===== src/rtl/fpmul_io_sequencer.sv =====
// fpmul_io_sequencer: loads two operands in pad beats, runs the multiplier
// with a timeout and returns the result beat by beat over the pads.
`timescale 1ns/1ps
module fpmul_io_sequencer #(
    parameter int DATA_W      = 16,
    parameter int BEAT_W      = 8,
    parameter int TIMEOUT_CYC = 64
) (
    input  logic              wb_clk_i,
    input  logic              wb_rst_n,
    input  logic [BEAT_W-1:0] pin_data_i,
    input  logic              pin_valid_i,
    output logic              pin_ack_o,
    output logic [BEAT_W-1:0] pin_data_o,
    output logic              pin_rdy_o,
    output logic              pin_busy_o,
    output logic              pin_err_o,
    output logic [DATA_W-1:0] mul_a_o,
    output logic [DATA_W-1:0] mul_b_o,
    output logic              mul_start_o,
    input  logic              mul_done_i,
    input  logic [DATA_W-1:0] mul_result_i
);

    localparam int NBEATS = DATA_W / BEAT_W;
    localparam int BCW    = $clog2(2 * NBEATS + 1);
    localparam int TW     = $clog2(TIMEOUT_CYC + 1);

    localparam logic [BCW-1:0] NB       = BCW'(NBEATS);
    localparam logic [BCW-1:0] LAST_OP  = BCW'(2 * NBEATS - 1);
    localparam logic [BCW-1:0] LAST_RES = BCW'(NBEATS - 1);
    localparam logic [TW-1:0]  T_LAST   = TW'(TIMEOUT_CYC - 1);
    localparam logic [TW-1:0]  T_MAX    = TW'(TIMEOUT_CYC);

    typedef enum logic [2:0] {
        S_IDLE,
        S_LOAD,
        S_START,
        S_WAIT,
        S_SEND,
        S_ERR
    } state_t;

    state_t            state_q, state_n;
    logic [BCW-1:0]    cnt_q, cnt_n;
    logic [TW-1:0]     timer_q, timer_n;
    logic              valid_q;
    logic [DATA_W-1:0] res_q, res_n;
    logic [DATA_W-1:0] a_n, b_n;
    logic [BEAT_W-1:0] data_n;
    logic              ack_n, rdy_n, busy_n, err_n, start_n;
    logic              stb_edge, accept;

    assign stb_edge = pin_valid_i & ~valid_q;
    assign accept   = stb_edge & (state_q != S_START) & (state_q != S_WAIT);

    // Next state, datapath captures and next registered outputs
    always_comb begin
        state_n = state_q;
        cnt_n   = cnt_q;
        timer_n = timer_q;
        res_n   = res_q;
        a_n     = mul_a_o;
        b_n     = mul_b_o;
        err_n   = pin_err_o;
        ack_n   = accept ? 1'b1 : (pin_valid_i & pin_ack_o);
        unique case (state_q)
            S_IDLE: begin
                if (stb_edge) begin
                    a_n[BEAT_W-1:0] = pin_data_i;
                    cnt_n           = BCW'(1);
                    state_n         = S_LOAD;
                end
            end
            S_LOAD: begin
                if (stb_edge) begin
                    if (cnt_q < NB)
                        a_n[cnt_q*BEAT_W +: BEAT_W] = pin_data_i;
                    else
                        b_n[(cnt_q-NB)*BEAT_W +: BEAT_W] = pin_data_i;
                    cnt_n = cnt_q + 1'b1;
                    if (cnt_q == LAST_OP)
                        state_n = S_START;
                end
            end
            S_START: begin
                timer_n = '0;
                state_n = S_WAIT;
            end
            S_WAIT: begin
                timer_n = (timer_q == T_MAX) ? timer_q : timer_q + 1'b1;
                if (mul_done_i) begin
                    res_n   = mul_result_i;
                    cnt_n   = '0;
                    state_n = S_SEND;
                end else if (timer_q == T_LAST) begin
                    err_n   = 1'b1;
                    state_n = S_ERR;
                end
            end
            S_SEND: begin
                if (stb_edge) begin
                    if (cnt_q == LAST_RES) begin
                        cnt_n   = '0;
                        state_n = S_IDLE;
                    end else begin
                        cnt_n = cnt_q + 1'b1;
                    end
                end
            end
            S_ERR: begin
                if (stb_edge) begin
                    err_n   = 1'b0;
                    state_n = S_IDLE;
                end
            end
            default: state_n = S_IDLE;
        endcase
        start_n = (state_n == S_START);
        rdy_n   = (state_n == S_SEND);
        busy_n  = (state_n != S_IDLE);
        data_n  = rdy_n ? res_n[cnt_n*BEAT_W +: BEAT_W] : '0;
    end

    // State and output registers; reset aborts any transfer in flight
    always_ff @(posedge wb_clk_i) begin
        if (!wb_rst_n) begin
            state_q     <= S_IDLE;
            cnt_q       <= '0;
            timer_q     <= '0;
            valid_q     <= 1'b1;
            res_q       <= '0;
            mul_a_o     <= '0;
            mul_b_o     <= '0;
            mul_start_o <= 1'b0;
            pin_ack_o   <= 1'b0;
            pin_data_o  <= '0;
            pin_rdy_o   <= 1'b0;
            pin_busy_o  <= 1'b0;
            pin_err_o   <= 1'b0;
        end else begin
            state_q     <= state_n;
            cnt_q       <= cnt_n;
            timer_q     <= timer_n;
            valid_q     <= pin_valid_i;
            res_q       <= res_n;
            mul_a_o     <= a_n;
            mul_b_o     <= b_n;
            mul_start_o <= start_n;
            pin_ack_o   <= ack_n;
            pin_data_o  <= data_n;
            pin_rdy_o   <= rdy_n;
            pin_busy_o  <= busy_n;
            pin_err_o   <= err_n;
        end
    end

endmodule


===== config.mk =====
export PLATFORM = sky130hd
export DESIGN_NAME = fpmul_io_sequencer
export DESIGN_NICKNAME = d
export VERILOG_FILES = /design/src/rtl/fpmul_io_sequencer.sv
export SDC_FILE = /design/constraint.sdc
export NUM_CORES = 1
export LEC_CHECK = 0
export CORE_UTILIZATION = 50
export CTS_CLUSTER_SIZE = 28
export DETAILED_ROUTE_END_ITERATION = 16
export PLACE_DENSITY = 0.78
export SLEW_MARGIN = 20
export SYNTH_ARGS = -nofsm -noshare
export SYNTH_HDL_FRONTEND = slang
export SYNTH_SLANG_ARGS = --single-unit

===== constraint.sdc =====
create_clock -name wb_clk_i -period 4.6 [get_ports wb_clk_i]
set_clock_uncertainty 0.2 [all_clocks]
set_input_delay 1.38 -clock wb_clk_i [delete_from_list [all_inputs] [get_ports wb_clk_i]]
set_output_delay 1.38 -clock wb_clk_i [all_outputs]
set_load 0.005 [all_outputs]

Yosys cells after proc, flatten, opt, wreduce, memory -nomap -nowiden
Cells that the tools add are included.
{ "classes": {"addsub": 5, "multipliers": 0, "div": 0, "magnitude_cmp": 1, "eq_ne": 20, "shift": 5, "muxes": 30, "bitwise": 6, "reduce_logical": 11} }
{ "op_table": {"columns": ["operator", "n"], "rows": [
  ["$shift 8x34->16 const A", 2],
  ["$shiftx 8x34->16", 2],
  ["$mux 3", 13],
  ["$neg 32->34", 1],
  ["$neg 6->34", 1],
  ["$bwmux 16", 2],
  ["$mux 16", 2],
  ["$mux 8", 3],
  ["$pmux 3 s6", 1],
  ["$pmux 8 s2", 1],
  ["$shiftx 16x7->8", 1],
  ["$ne 2x2->1 const B", 7],
  ["$pmux 7 s2", 1],
  ["$eq 3x2->1 const B", 4],
  ["$pmux 3 s4", 1],
  ["$eq 3x3->1 const B", 3],
  ["$reduce_and 4->1", 2],
  ["$add 7x1->7 const B", 1],
  ["$eq 7x6->1 const B", 1],
  ["$eq 7x7->1 const B", 1],
  ["$mux 7", 1],
  ["$eq 3x1->1 const B", 2],
  ["$ne 3x2->1 const B", 2],
  ["$reduce_and 3->1", 2],
  ["11 further kinds", 21]
]} }
{ "totals": {"register_bits": 75, "latch_bits": 0, "mem_bits_rw": 0, "romBits": 0, "output_inout_bits": 45, "word_cells": 92, "memories": 0} }

Longest topological paths before layout
{ "logic_depth": {"word_depth": 6, "depth_mapped": 9, "ltp_nobuf": 9} }

Worst setup path before layout
OpenSTA, ideal clock, no wires.
{ "synth_timing": {"path_kind": "input port to flip-flop", "startpoint": "in pin_valid_i", "endpoint": "reg pin_data_o[7]", "arrival_time_ns": 3.041, "required_ns": 4.312, "setup_slack_ns": 1.271, "stages": 8, "path_buffers": 2, "path_cell_list": "and2b_1 > inv_1 > or4_1 > buf_2 > and3_1 > buf_4 > o211a_1 > nor4_2"} }
{ "synth_via": {"elab_chain_cells": 5, "elab_cells_between_ends": 13, "classes_between": "eq/ne (1); shift (1); mux (9); bitwise (1); reduce/logical (1)"} }
{ "synth_rtl": {"columns": ["element", "line_no", "source"], "rows": [
  ["start, declared", "12", "input logic pin_valid_i,"],
  ["$and 1x1->1 *", "54", "assign stb_edge = pin_valid_i & ~valid_q;"],
  ["parallel branches: the longest is 4 deep, another holds $shiftx 16x7->8", null, null],
  ["end signal, assigned", "151", "pin_data_o <= data_n;"],
  ["end, declared", "14", "output logic [BEAT_W-1:0] pin_data_o,"]
]} }
Every way passes the cells marked *.
A chain may end at the register's enable or synchronous reset.

Worst setup path in the final report
{ "layout_timing": {"startpoint": "in pin_valid_i", "endpoint": "reg pin_data_o[5]"} }
Same word-level chain as after synthesis.

==> flow_summary.yaml <==
global_route:
  grt_use_total_pct: 22.1
  grt_overflow: 0
  grt_pass1_vias: 2700
  grt_start_max_net_pins: 62
  grt_pass1_wl_mm: 12.8
  antenna_found_initial: 0
clocking:
  cts_max_path_buffers: 2
  cts_num_sinks: 75
  post_cts_resized: 0
  cts_tree: "done"
  clock_latency_ns: 0.35
  path_clk_slew_ns: 0.08
  cts_max_level: 3
  cts_made_buffers: 9
  ctsHoldBuffers: 0
  cts_root_buffer: "clkbuf_8"
  postCtsSetupBuffers: 0
power:
  p_per_area_nw_per_um2: 264
  leakagePower_nw: 1.70
  ir_worst_vdd_mv: 0.168
min_path:
  hp-class: "reg2reg"
sta:
  tightest_slew_ns: 0.893
  slew_headroom_pct: 40.3
  setup_viol: 0
  final.setup.tns_ns: 0
  fin_hold_ws_ns: 0.272
  fmax_mhz: 266
  final-hold-violation-count: 0
  fin_crit_sh_pct: 81.9
  maxSlewViolCount: 0
  grt_setup_unrepaired: "no"
  min_period_ns: 3.77
floorplan:
  coreArea_um2: 6790
  rows: 30
  die_area_um2: 7400
  die_x_um: 86.1
  die-height_um: 86.1
  initial_utilization_pct: 52.0
  ios: 73
critical_path:
  critPathLaunch: "pin_valid_i"
  crit_end: "pin_data_o[5]$_SDFF_PN0_"
  rr_endpoint: "mul_a_o[5]$_SDFFE_PN0P_"
  reg2reg_slack_ns: 1.59
  critPathRequiredTime_ns: 4.64
  worstPathArrival_ns: 3.81
  cp-start-kind: "input pin"
  r2r-start: "cnt_q[0]$_SDFF_PN0_"
  critPathMaxFanout: 9
  crit_path_end_kind: "flop"
  critPathKind: "in2reg"
  r2r_cells: 9
run_status:
  outcome: "finished, final reports clean"
synth:
  synthArstFlopShare_pct: 0
  synth_area_um2: 3530
  yosys_warnings: 0
  syn-num-nets: 436
  synth_edf_count: 0
  seq_area_frac_synth_pct: 42.5
  yosysMostFrequentCell: "dfxtp_1"
  ys_types: 50
  synth-seq-cells: 75
  yosys-top-cells-count: "dfxtp_1 (75), nand2_1 (54), nor2b_1 (31), a21boi_0 (27), mux2i_1 (27)"
  yosys_most_used_dff: "dfxtp_1"
  yosysTopAreaCellShare_pct: 42.5
  synth_top_area_cell: "dfxtp_1"
  syn-instance-count: 392
  synth_area_leaders: "dfxtp_1 (43%), mux2i_1 (7.7%), a21boi_0 (5.7%)"
  syn_area_per_cell_um2: 9.01
cells_and_area:
  diodes: 0
  instances_no_fill: 564
  area_growth_pct: 28.0
  layout-drive-gt1-share_pct: 6.41
  fin_nets: 507
job:
  max-cap-violations: 0
drt:
  dr.pass1.iters: 4
  first_iter_violations: 197
  avgRoutedWirePerCell_um: 14.2
  route.vias.total: 2959
  viasPerCell: 5.25
  drtAntennaViolNets: 0
  routed_wl_mm: 7.99
  post-route-drc-count: 0
place:
  io_buffers: 72
  routabilityCongestion: 0.817
  place_inst: 548
  place_hpwl_mm: 5.57
[how the worst min path moves through the flow]
| stage | startpoint | to | cells past startpoint |
|---|---|---|---|
| 2_1_floorplan | res_q[7]$_SDFF_PN0_ | res_q[7]$_SDFF_PN0_ | 2 |
| 3_3_place_gp | mul_a_o[8]$_SDFFE_PN0P_ | mul_a_o[8]$_SDFFE_PN0P_ | 2 |
| 3_5_place_dp | mul_a_o[12]$_SDFFE_PN0P_ | mul_a_o[12]$_SDFFE_PN0P_ | 2 |
| 4_1_cts | mul_a_o[8]$_SDFFE_PN0P_ | mul_a_o[8]$_SDFFE_PN0P_ | 2 |
| 5_1_grt | mul_a_o[14]$_SDFFE_PN0P_ | mul_a_o[14]$_SDFFE_PN0P_ | 2 |
| 6_report | mul_a_o[13]$_SDFFE_PN0P_ | mul_a_o[13]$_SDFFE_PN0P_ | 2 |
[sequential cells by signal (all words and copies together), names as in the netlist]
name         count
cnt_q            3
mul_a_o         16
mul_b_o         16
mul_start_o      1
pin_ack_o        1
pin_busy_o       1
pin_data_o       8
pin_err_o        1
pin_rdy_o        1
res_q           16
state_q          3
timer_q          7
valid_q          1
[metrics by stage]
| stage | worst slack [ns] | power (mW) | utilization, % | cell area, um^2 |
|---|---|---|---|---|
| after global routing | 0.757 | 1.24 | 66.6 | 4520 |
| after floorplan | 1.27 | 0.713 | - | 3530 |
| after global placement | 0.574 | 0.757 | 64.1 | 4350 |
| final | 0.834 | 1.19 | 66.6 | 4520 |
| after CTS | 0.862 | 1.20 | 66.6 | 4520 |
| after detailed placement | 0.478 | 0.758 | 64.1 | 4350 |
[layout by cell type (no fill, tap or decap), types with 2 or more instances in the layout]
cell type        netlist  final
a21boi_0              27     27
nand3b_1               2      2
nand3_1               14     14
or3_1                  2      2
inv_1                 15     15
xor2_1                 2      2
dfxtp_1               75     75
nand2_1               54     54
clkinv_2               0      2
ha_1                  15     15
a21oi_1                4      4
and2_1                 6      6
o32ai_1                2      2
nand2b_1               7      7
o22ai_1                2      2
o21ai_0                7      7
and3_1                 2      2
or4b_2                 3      3
nor3b_1                3      3
mux2i_1               27     27
buf_4                  1      8
nand4_1               11     11
a211o_1                2      2
nor3_1                 7      7
clkinvlp_4             0      3
o211a_1                8      8
nor2b_1               31     31
nor4_1                 7      7
nor2_1                17     17
clkbuf_8               0      9
clkdlybuf4s50_1        0     72
[cell type report]
cell class / instances / area (um^2)
fillers: 563 / 2270
flip-flops and latches: 75 / 1500
multi-input cells: 282 / 1890
repair buffers: 80 / 781
clock inverters: 6 / 41.3
clock buffers: 10 / 128
inverters: 15 / 56.3
well taps: 96 / 120
[cell families (layout without fill, tap and decap cells)]
logic type / count (synthesis) / count (layout) / share of synthesized area [%]
adder cells (fa/ha/maj): 16 / 16 / 5.88
XOR/XNOR: 3 / 3 / 0.744
multiplexers: 27 / 27 / 7.65
flip-flops: 75 / 75 / 42.5
AO/OA/AOI/OAI: 61 / 61 / 12.8
buffers and inverters: 35 / 111 / 3.86
AND/OR/NAND/NOR: 175 / 175 / 26.6
[power by group]
| part | internal [mW] | switching [mW] |
|---|---|---|
| logic | 0.0467 | 0.0359 |
| registers | 0.653 | 0.00674 |
| clock network | 0.196 | 0.254 |
| total | 0.896 | 0.297 |
[metal layers]
metal | vias to the layer above | share of wire, % | track usage (%)
met5 | - | 0 | 0
met2 | 57 | 48 | 35.5
met3 | 16 | 3.4 | 6.06
met1 | 1382 | 47 | 28.5
li1 | 1504 | - | -
met4 | 0 | 1.7 | 7.73
[critical path, cell delays in order]
cell and delay, ns:
clkdlybuf4s50_1 0.57, and2b_1 0.23, inv_1 0.11, or4_1 0.65
and3_1 0.34, o211a_1 0.24, nor4_1 0.28
(Power assumes the default switching activity.)
